[config.mk]
export PLATFORM = sky130hd
export DESIGN_NAME = ysyx_22041071_rd_arbiter_flat
export DESIGN_NICKNAME = d
export VERILOG_FILES = /design/src/rtl/ysyx_22041071_rd_arbiter_pkg.sv /design/src/rtl/ysyx_22041071_rd_arbiter_if.sv /design/src/rtl/ysyx_22041071_rr_grant2.sv /design/src/rtl/ysyx_22041071_rd_arbiter.sv /design/src/flat_wrapper.sv
export SDC_FILE = /design/constraint.sdc
export NUM_CORES = 1
export LEC_CHECK = 0
export BUFFER_PORTS_ARGS = -buffer_cell sky130_fd_sc_hd__buf_4
export CORE_AREA = 2 2 209 211
export CTS_CLUSTER_DIAMETER = 150
export CTS_CLUSTER_SIZE = 28
export DETAILED_ROUTE_END_ITERATION = 12
export DIE_AREA = 0 0 211 213
export HOLD_SLACK_MARGIN = 0.1
export MAX_ROUTING_LAYER = met4
export PLACE_DENSITY = 0.35
export SLEW_MARGIN = 20
export SYNTH_ARGS = -nofsm -noshare
export SYNTH_HDL_FRONTEND = slang
export SYNTH_SLANG_ARGS = --single-unit
[constraint.sdc]
create_clock -name clk -period 1.6 [get_ports clk]
set_input_delay 0.16 -clock clk [delete_from_list [all_inputs] [get_ports clk]]
set_output_delay 0.16 -clock clk [all_outputs]
set_load 0.05 [all_outputs]
[src/rtl/ysyx_22041071_rd_arbiter_pkg.sv]
// Shared constants for the IF/MEM AXI read arbiter: bus widths, AXI IDs and FSM encoding.
`ifndef YSYX_22041071_RD_ARBITER_DEFS
`define YSYX_22041071_RD_ARBITER_DEFS
`define ysyx_22041071_AXI_DATA_WIDTH 64
`define ysyx_22041071_ADDR_BUS 64
`define ysyx_22041071_RESP_TYPE_WIDTH 2
`endif

package ysyx_22041071_rd_arbiter_pkg;

    localparam int AXI_DATA_WIDTH  = `ysyx_22041071_AXI_DATA_WIDTH;
    localparam int ADDR_BUS        = `ysyx_22041071_ADDR_BUS;
    localparam int RESP_TYPE_WIDTH = `ysyx_22041071_RESP_TYPE_WIDTH;

    localparam logic       ID_IF     = 1'b0;
    localparam logic       ID_MEM    = 1'b1;
    localparam logic [2:0] SIZE_WORD = 3'b010;

    typedef enum logic [1:0] {
        S_IDLE = 2'd0,
        S_ADDR = 2'd1,
        S_DATA = 2'd2
    } state_e;

endpackage

[src/rtl/ysyx_22041071_rd_arbiter_if.sv]
// AXI read address/data channel bundle between the arbiter (master) and the bus (slave).
interface ysyx_22041071_rd_arbiter_if #(
    parameter int ADDR_W = 64,
    parameter int DATA_W = 64,
    parameter int RESP_W = 2
);
    logic              ar_valid;
    logic [ADDR_W-1:0] ar_addr;
    logic [2:0]        ar_size;
    logic              ar_id;
    logic              ar_ready;

    logic              r_valid;
    logic [DATA_W-1:0] r_data;
    logic [RESP_W-1:0] r_resp;
    logic              r_last;
    logic              r_id;
    logic              r_ready;

    modport master (
        output ar_valid, ar_addr, ar_size, ar_id, r_ready,
        input  ar_ready, r_valid, r_data, r_resp, r_last, r_id
    );

    modport slave (
        input  ar_valid, ar_addr, ar_size, ar_id, r_ready,
        output ar_ready, r_valid, r_data, r_resp, r_last, r_id
    );
endinterface

[src/rtl/ysyx_22041071_rr_grant2.sv]
// Two-way round-robin picker: on a conflict the requester that did not win last time goes first.
module ysyx_22041071_rr_grant2
    import ysyx_22041071_rd_arbiter_pkg::*;
(
    input  logic [1:0] req,         // [0] = IF, [1] = MEM
    input  logic       last_grant,  // AXI id of the previous owner
    output logic [1:0] grant        // one-hot, same bit order as req
);
    // NOTE: every always_comb output gets a default first so no path leaves it unassigned (no latch).
    always_comb begin
        grant = 2'b00;
        case (req)
            2'b01:   grant = 2'b01;
            2'b10:   grant = 2'b10;
            2'b11:   grant = (last_grant == ID_IF) ? 2'b10 : 2'b01;
            default: grant = 2'b00;
        endcase
    end
endmodule

[src/rtl/ysyx_22041071_rd_arbiter.sv]
// Shares one AXI read port between instruction fetch and data load, one transaction outstanding,
// round-robin on conflict, with IF flush that lets a fetch finish on the bus but never delivers it.
module ysyx_22041071_rd_arbiter
    import ysyx_22041071_rd_arbiter_pkg::*;
#(
    parameter int ADDR_W = ADDR_BUS,
    parameter int DATA_W = AXI_DATA_WIDTH,
    parameter int RESP_W = RESP_TYPE_WIDTH
) (
    input  logic              clk,
    input  logic              reset,

    input  logic              if_req_valid,
    input  logic [ADDR_W-1:0] if_req_addr,
    output logic              if_req_ready,
    input  logic              if_flush,
    output logic              if_r_valid,
    output logic [DATA_W-1:0] if_r_data,
    output logic [ADDR_W-1:0] if_r_addr,
    output logic [RESP_W-1:0] if_r_resp,

    input  logic              mem_req_valid,
    input  logic [ADDR_W-1:0] mem_req_addr,
    input  logic [2:0]        mem_req_size,
    output logic              mem_req_ready,
    output logic              mem_r_valid,
    output logic [DATA_W-1:0] mem_r_data,
    output logic [ADDR_W-1:0] mem_r_addr,
    output logic [RESP_W-1:0] mem_r_resp,

    ysyx_22041071_rd_arbiter_if.master axi
);
    state_e            state_q, state_d;
    logic              last_grant_q;
    logic              pend_id_q;
    logic [ADDR_W-1:0] pend_addr_q;
    logic [2:0]        pend_size_q;
    logic              drop_q;
    logic              err_id;

    logic [1:0] grant;
    logic       accept;
    logic       beat_hit, beat_miss, beat_done;
    logic       route_if, route_mem;

    ysyx_22041071_rr_grant2 u_grant (
        .req        ({mem_req_valid, if_req_valid}),
        .last_grant (last_grant_q),
        .grant      (grant)
    );

    assign accept    = (state_q == S_IDLE) && (grant != 2'b00);
    assign beat_hit  = (state_q == S_DATA) && axi.r_valid && (axi.r_id == pend_id_q);
    assign beat_miss = (state_q == S_DATA) && axi.r_valid && (axi.r_id != pend_id_q);
    assign beat_done = beat_hit && axi.r_last;

    always_comb begin
        state_d       = state_q;
        if_req_ready  = 1'b0;
        mem_req_ready = 1'b0;
        axi.ar_valid  = 1'b0;
        axi.r_ready   = 1'b0;
        case (state_q)
            S_IDLE: begin
                if_req_ready  = grant[0];
                mem_req_ready = grant[1];
                if (accept) state_d = S_ADDR;
            end
            S_ADDR: begin
                axi.ar_valid = 1'b1;
                if (axi.ar_ready) state_d = S_DATA;
            end
            S_DATA: begin
                axi.r_ready = 1'b1;
                if (beat_done) state_d = S_IDLE;
            end
            default: state_d = S_IDLE;
        endcase
    end

    // NOTE: sequential state uses non-blocking assignments so every flop samples pre-edge values.
    always_ff @(posedge clk) begin
        if (reset) state_q <= S_IDLE;
        else       state_q <= state_d;
    end

    always_ff @(posedge clk) begin
        if (reset) begin
            last_grant_q <= ID_IF;
            pend_id_q    <= ID_IF;
            pend_addr_q  <= '0;
            pend_size_q  <= '0;
            drop_q       <= 1'b0;
            err_id       <= 1'b0;
        end else begin
            if (accept) begin
                pend_addr_q <= grant[1] ? mem_req_addr : if_req_addr;
                pend_size_q <= grant[1] ? mem_req_size : SIZE_WORD;
                pend_id_q   <= grant[1] ? ID_MEM : ID_IF;
            end
            if (beat_done) last_grant_q <= pend_id_q;
            if (beat_miss) err_id <= 1'b1;
            // A flush only matters while IF owns (or is just taking) the bus; drop ends with the burst.
            if (state_q == S_IDLE)                  drop_q <= accept && grant[0] && if_flush;
            else if (beat_done)                     drop_q <= 1'b0;
            else if (if_flush && pend_id_q == ID_IF) drop_q <= 1'b1;
        end
    end

    assign axi.ar_addr = pend_addr_q;
    assign axi.ar_size = pend_size_q;
    assign axi.ar_id   = pend_id_q;

    // Returns are combinational from R; a flush in the beat's own cycle also suppresses it.
    assign route_if  = beat_hit && (pend_id_q == ID_IF) && !drop_q && !if_flush;
    assign route_mem = beat_hit && (pend_id_q == ID_MEM);

    assign if_r_valid  = route_if;
    assign if_r_data   = route_if  ? axi.r_data : '0;
    assign if_r_addr   = route_if  ? pend_addr_q : '0;
    assign if_r_resp   = route_if  ? axi.r_resp : '0;
    assign mem_r_valid = route_mem;
    assign mem_r_data  = route_mem ? axi.r_data : '0;
    assign mem_r_addr  = route_mem ? pend_addr_q : '0;
    assign mem_r_resp  = route_mem ? axi.r_resp : '0;

    err_id_sticky: assert property (@(posedge clk) disable iff (reset) err_id |=> err_id);

endmodule

[src/flat_wrapper.sv]
// flat-port wrapper written by rule: the top's interface ports become plain ports
module ysyx_22041071_rd_arbiter_flat import ysyx_22041071_rd_arbiter_pkg::*;
#(
    parameter int ADDR_W = ADDR_BUS,
    parameter int DATA_W = AXI_DATA_WIDTH,
    parameter int RESP_W = RESP_TYPE_WIDTH
)
  (clk, reset, if_req_valid, if_req_addr, if_req_ready, if_flush, if_r_valid, if_r_data, if_r_addr, if_r_resp, mem_req_valid, mem_req_addr, mem_req_size, mem_req_ready, mem_r_valid, mem_r_data, mem_r_addr, mem_r_resp, axi_ar_valid, axi_ar_addr, axi_ar_size, axi_ar_id, axi_r_ready, axi_ar_ready, axi_r_valid, axi_r_data, axi_r_resp, axi_r_last, axi_r_id);
  ysyx_22041071_rd_arbiter_if #(.ADDR_W(ADDR_W), .DATA_W(DATA_W), .RESP_W(RESP_W)) axi_i ();
  input  logic clk;
  input  logic reset;
  input  logic if_req_valid;
  input  logic [ADDR_W-1:0] if_req_addr;
  output logic if_req_ready;
  input  logic if_flush;
  output logic if_r_valid;
  output logic [DATA_W-1:0] if_r_data;
  output logic [ADDR_W-1:0] if_r_addr;
  output logic [RESP_W-1:0] if_r_resp;
  input  logic mem_req_valid;
  input  logic [ADDR_W-1:0] mem_req_addr;
  input  logic [2:0] mem_req_size;
  output logic mem_req_ready;
  output logic mem_r_valid;
  output logic [DATA_W-1:0] mem_r_data;
  output logic [ADDR_W-1:0] mem_r_addr;
  output logic [RESP_W-1:0] mem_r_resp;
  output wire logic [$bits(axi_i.ar_valid)-1:0] axi_ar_valid;
  output wire logic [$bits(axi_i.ar_addr)-1:0] axi_ar_addr;
  output wire logic [$bits(axi_i.ar_size)-1:0] axi_ar_size;
  output wire logic [$bits(axi_i.ar_id)-1:0] axi_ar_id;
  output wire logic [$bits(axi_i.r_ready)-1:0] axi_r_ready;
  input wire logic [$bits(axi_i.ar_ready)-1:0] axi_ar_ready;
  input wire logic [$bits(axi_i.r_valid)-1:0] axi_r_valid;
  input wire logic [$bits(axi_i.r_data)-1:0] axi_r_data;
  input wire logic [$bits(axi_i.r_resp)-1:0] axi_r_resp;
  input wire logic [$bits(axi_i.r_last)-1:0] axi_r_last;
  input wire logic [$bits(axi_i.r_id)-1:0] axi_r_id;
  assign axi_ar_valid = axi_i.ar_valid;
  assign axi_ar_addr = axi_i.ar_addr;
  assign axi_ar_size = axi_i.ar_size;
  assign axi_ar_id = axi_i.ar_id;
  assign axi_r_ready = axi_i.r_ready;
  assign axi_i.ar_ready = axi_ar_ready;
  assign axi_i.r_valid = axi_r_valid;
  assign axi_i.r_data = axi_r_data;
  assign axi_i.r_resp = axi_r_resp;
  assign axi_i.r_last = axi_r_last;
  assign axi_i.r_id = axi_r_id;
  ysyx_22041071_rd_arbiter #(.ADDR_W(ADDR_W), .DATA_W(DATA_W), .RESP_W(RESP_W)) u_core (.clk(clk), .reset(reset), .if_req_valid(if_req_valid), .if_req_addr(if_req_addr), .if_req_ready(if_req_ready), .if_flush(if_flush), .if_r_valid(if_r_valid), .if_r_data(if_r_data), .if_r_addr(if_r_addr), .if_r_resp(if_r_resp), .mem_req_valid(mem_req_valid), .mem_req_addr(mem_req_addr), .mem_req_size(mem_req_size), .mem_req_ready(mem_req_ready), .mem_r_valid(mem_r_valid), .mem_r_data(mem_r_data), .mem_r_addr(mem_r_addr), .mem_r_resp(mem_r_resp), .axi(axi_i));
endmodule
; ---- After elaboration in Yosys (flattened, before gate mapping)
; Index checks and enable logic that the tools add are counted.
[totals]
reg_bits = 72
latchBits = 0
ram_bits = 0
mem_bits_ro = 0
out_inout_bits = 334
elab_cells = 55
n_memories = 0
[op_classes]
add_sub_neg = 0
n_mul = 0
div = 0
magnitude_cmp = 0
n_eq_ne = 9
n_shift = 0
muxes = 22
bitwise = 1
reduce_logical = 17
[ops]
columns = op, count
row1 = 2-to-1 mux 64 bit, 5
row2 = 2-to-1 mux 2 bit, 6
row3 = one-hot mux 2 bit (3 select lines), 2
row4 = logical AND 1 bit, 11
row5 = 2-to-1 mux 1 bit, 8
row6 = equality test 2 bit (second input constant), 3
row7 = equality test 2 x 1 -> 1 bit (second input constant), 2
row8 = inequality test 2 x 1 -> 1 bit (second input constant), 2
row9 = 2-to-1 mux 3 bit, 1
row10 = AND reduction 3 bit, 1
row11 = nonzero test 3 bit, 1
row12 = zero test 1 bit, 2
row13 = zero test 2 bit, 1
row14 = inequality test 2 bit (second input constant), 1
row15 = nonzero test 2 bit, 1
row16 = equality test 1 bit, 1
row17 = inverter 1 bit, 1

; ---- Depth between registers and ports, before layout
[depth]
depth_word = 7
depth_mapped = 6

; ---- Cells and area by module
; From an unflattened synthesis, not the netlist that was laid out.
[hier_totals]
hier_cells = 635
hier_area_um2 = 5165.0
[modules_own_cells]
columns = mod, n_inst, cells_each, area_per_inst_um2
row1 = ysyx_22041071_rd_arbiter, 1, 632, 5146.2
row2 = ysyx_22041071_rr_grant2, 1, 3, 18.8

; ---- Worst setup path before layout
; Ideal clock, no wire load.
[synth_path]
path_kind = flip-flop to output port
start = register u_core.pend_id_q, in the netlist u_core.axi.ar_id
end = output port mem_r_data[54]
arrival_ns = 1.884
required_ns = 1.440
path_slack_ns = -0.444
stages_incl_launch_ff = 5
path_cell_list = dfxtp_1 and4_1 buf_2 buf_2 and2_1
[synth_via]
elab_chain_cells = 4
[synth_rtl]
columns = element, line_no
row1 = from (decl), ysyx_22041071_rd_arbiter.sv:35  ; logic pend_id_q;
row2 = from (signal assigned), ysyx_22041071_rd_arbiter.sv:99  ; pend_id_q <= grant[1] ? ID_MEM : ID_IF;
row3 = equality test 1 bit, ysyx_22041071_rd_arbiter.sv:53  ; assign beat_hit = (state_q == S_DATA) && axi.r_valid && (axi.r_id == pend_id_q);
row4 = logical AND 1 bit, ysyx_22041071_rd_arbiter.sv:53
row5 = logical AND 1 bit (*), ysyx_22041071_rd_arbiter.sv:116  ; assign route_mem = beat_hit && (pend_id_q == ID_MEM);
row6 = net mem_r_valid, flat_wrapper.sv:24  ; output logic mem_r_valid;
row7 = 2-to-1 mux 64 bit (*), ysyx_22041071_rd_arbiter.sv:123  ; assign mem_r_data = route_mem ? axi.r_data : '0;
row8 = to (decl), flat_wrapper.sv:25  ; output logic [DATA_W-1:0] mem_r_data;
; The timed path passes the listed nets; every way through them passes the cells marked *.

; ---- Worst setup path in the final report
[layout_path]
start = register u_core.pend_id_q, in the netlist u_core.axi.ar_id
end = output port if_r_data[36]
[layout_via]
elab_chain_cells = 6
elab_cells_between_ends = 7
[layout_rtl]
columns = element, line_no
row1 = equality test 1 bit, ysyx_22041071_rd_arbiter.sv:53
row2 = logical AND 1 bit, ysyx_22041071_rd_arbiter.sv:53
row3 = logical AND 1 bit (*) (3 in a row), ysyx_22041071_rd_arbiter.sv:115  ; assign route_if = beat_hit && (pend_id_q == ID_IF) && !drop_q && !if_flush;
row4 = 2-to-1 mux 64 bit (*), ysyx_22041071_rd_arbiter.sv:119  ; assign if_r_data = route_if ? axi.r_data : '0;
row5 = to (decl), flat_wrapper.sv:17  ; output logic [DATA_W-1:0] if_r_data;
; Every way passes the cells marked *; elsewhere a longest branch is shown, timed or not.

==> results by group <==
Run status
  • Status: finished, violations left
  • Failing checks: setup timing

Layout
  • Multi-input gate area: 4130 µm²
  • Reg area: 1450 µm²
  • # diodes: 0
  • Layout cells sized above 1: 79.8%
  • Area delta synth->final: 148%
  • Fillers: 4409
  • Layout Nets: 1377

Synthesis
  • Synthesized Nets: 828
  • Mapped Cells: 622
  • XOR/XNOR Fraction of Synth Area: 0.162%
  • Largest family of logic cells by synthesized area: simple AND/OR/NAND/NOR gates
  • Main area contributors after synthesis: and2_1 30%, dfxtp_1 27%, a211oi_2 13%
  • Post-synth EDFFs: 0
  • Synth Area in Compound Gates: 15.6%
  • Predominant post-synthesis flop cell: dfxtp_1
  • Post-Synth Simple-Gate Area: 37.0%
  • Cell taking the most area after synthesis: and2_1
  • #FFs+latches synth: 72
  • Ys Warns: 0
  • Post-synth top area share: 30.1%
  • Library cells used by synthesis: 30
  • Mux share of post-synthesis cell area: 11.9%
  • Mapped cell area: 5400 µm²
  • Synth cell count leaders: 260 x and2_1, 72 x dfxtp_1, 70 x nor2_1
  • Seq/Total Area, Yosys: 26.7%
  • Most common cell in the synthesized netlist: and2_1
  • Avg Inst Size Synth: 8.68 µm²
  • Async set-or-reset flop fraction in the synthesized netlist: 0%
  • Adder-cell share of the synthesized area: 0%

Detailed routing
  • Routed wire length: 34.2 mm
  • Residual DRC: 0
  • Routed wire per std cell: 19.9 µm
  • Pre-Repair DR Iteration Count: 4
  • Routed Antenna Nets: 0
  • Detailed-route via count: 6528
  • Via density: 3.79
  • Initial DRC count: 224

STA
  • RSZ-0062 raised after global routing: true
  • Tmin final: 2.05 ns
  • Rel. slew slack: 56.5%
  • Final period util: 128%
  • Max Fclk: 489 MHz
  • Worst Tran Pin Value: 0.646 ns
  • Hold Violations, Final: 0
  • Clock skew: 0.00962 ns
  • Count of final setup violators: 262
  • Fin Setup TNS: -99.83 ns
  • Worst setup margin: -0.445 ns
  • Fin. max-slew vios: 0

Clocking
  • CTS tree: done
  • Clk_lat worst skew: 0.35 ns
  • Htree depth: 3
  • CTS root buffer: clkbuf_16
  • TritonCTS Buffers: 9
  • Clk slew on worst S/H paths: 0.07 ns
  • CTS Sinks: 72
  • Clock buffer depth: 2

Power and ir drop
  • Clock network fraction of total power: 29.8%
  • Sequential power share: 31.7%
  • Psw: 2.83 mW
  • Pint: 4.43 mW
  • Combinational share of power: 38.5%
  • Sw Ratio: 39.0%
  • Leak: 6.24 nW
  • Peak VDD IR: 0.440 mV
  • Power per cell area: 541 nW/µm²

Run
  • Max Cap Viol: 0

GRT
  • Largest net degree at the start of global routing: 62
  • Vias in the first global route: 6374
  • GRT Total Usage: 14.0%
  • Grt ovf: 0
  • Initial antenna violation count: 1
  • First-pass GRT wire length: 44.3 mm

Placement
  • Port bufs: 539
  • Pre-CTS setup slack: -0.126 ns
  • Final GP Congestion: 0.838
  • HPWL Detailed: 24.5 mm

Critical path
  • CP peak stage delay: 0.32 ns
  • Worst-path cell chain: nor4_2 -> and3_4 -> buf_4 -> buf_16 -> and2_4 -> buf_8
  • Slowest-stage cell, CP: dfxtp_2
  • Crit end category: primary output
  • CP required: 1.44 ns
  • Flop2flop setup slack: 0.04 ns
  • CP top delay family: simple AND/OR/NAND/NOR gates
  • Crit Path Max Fanout: 35
  • Crit path buf inv count: 3
  • Critical setup path kind: flop to primary output
  • Worst EP arrival: 1.89 ns
  • Startpoint types: flop

Floorplan
  • Die height: 213 µm
  • Starting density of the core: 12.6%
  • Die footprint: 44900 µm²
  • FP Rows: 76
  • Num ports: 540
  • DIE WIDTH: 211 µm
  • Core area: 42700 µm²

Hold path
  • Hold Path Class: input port to flop
[kinds of logic (layout without fill, tap and decap cells)]
group,count (synthesis),count (layout)
flops,72,72
mux,64,64
simple gates,347,347
compound gates,77,77
buf+inv,61,615
xor+xnor,1,1
[layout make-up]
type                       count  area share [%]
sequential                    72            10.8
tap                          546            5.09
clock inverter                 5           0.411
inverter                       2          0.0746
timing repair buffer         597            51.0
clock buffer                  11            1.88
multi-input combinational    489            30.8
[repair_timing]
item                                    4_1_cts  5_1_grt
endpoints found under the setup margin      265      270
gates cloned                                 13       10
hold endpoints to repair                      6        0
setup buffers                                 9        5
hold buffers                                  5        0
pin swaps                                    10       45
gates resized for setup                     270      270
[flip-flops by register name, summed over array words and instances, names as in the netlist]
name and cells:
u_core.state_q 2, u_core.axi.ar_id 1, u_core.last_grant_q 1, u_core.drop_q 1, u_core.axi.ar_addr 64, u_core.axi.ar_size 3
[layer usage]
layer | track usage, % | wire length [µm] | share of wire [%]
met3 | 3.06 | 2140 | 6.3
met1 | 15.5 | 13400 | 39
met4 | 3.76 | 675 | 2.0
met2 | 25.4 | 18000 | 53
met5 | - | 0 | 0
[path summary, 6_finish.rpt]
check / to / cells past startpoint / from
hold reg to reg: u_core.axi.ar_size[1]$_SDFFE_PP0P_ / 2 / u_core.axi.ar_size[1]$_SDFFE_PP0P_
hold / removal: u_core.axi.ar_addr[37]$_SDFFE_PP0P_ / 2 / reset
setup reg to reg: u_core.axi.ar_addr[48]$_SDFFE_PP0P_ / 7 / u_core.state_q[0]$_SDFFE_PP0P_
setup / recovery: if_r_data[36] / 6 / u_core.axi.ar_id$_SDFFE_PP0P_
[power by group through the flow]
stage / Clock, mW / Sequential [mW] / Combinational, mW
6_report: 2.16 / 2.30 / 2.80
5_1_grt: 2.34 / 2.34 / 2.97
4_1_cts: 2.29 / 2.30 / 2.73
3_5_place_dp: 0 / 2.34 / 2.66
3_3_place_gp: 0 / 2.34 / 2.66
2_1_floorplan: 0 / 2.96 / 0.912
[per-stage QoR]
stage          util [%]  area, µm²  hold WS [ns]  total power [mW]  cells
6_report           31.4      13400         0.136              7.26   1722
5_1_grt            31.4      13400         0.136              7.65   1722
4_1_cts            28.9      12300         0.123              7.32   1711
3_5_place_dp       24.6      10500         0.419              5.00   1668
3_3_place_gp       24.6      10500         0.414              5.00   1668
2_1_floorplan         -       5980         0.296              3.87    622
[cell usage in the layout, fill, tap and decap left out, types with 2 or more instances in the layout]
cell type | netlist | final
dfxtp_2 | 0 | 2
clkbuf_16 | 0 | 17
nor2_1 | 70 | 70
mux2i_1 | 64 | 63
nand2b_1 | 3 | 3
and2_4 | 0 | 211
buf_12 | 0 | 30
buf_6 | 25 | 45
dfxtp_1 | 72 | 69
a211oi_1 | 9 | 9
clkinv_2 | 0 | 2
clkinvlp_4 | 0 | 2
a22oi_1 | 3 | 3
a211oi_2 | 55 | 55
clkbuf_8 | 0 | 2
buf_4 | 8 | 312
nand2_1 | 3 | 2
buf_16 | 0 | 14
buf_8 | 0 | 183
and3_4 | 0 | 2
dlygate4sd3_1 | 0 | 5
a21oi_1 | 3 | 3
and2_2 | 0 | 49
o21ai_0 | 4 | 4
Note: power is estimated with default switching activity, not from simulation.
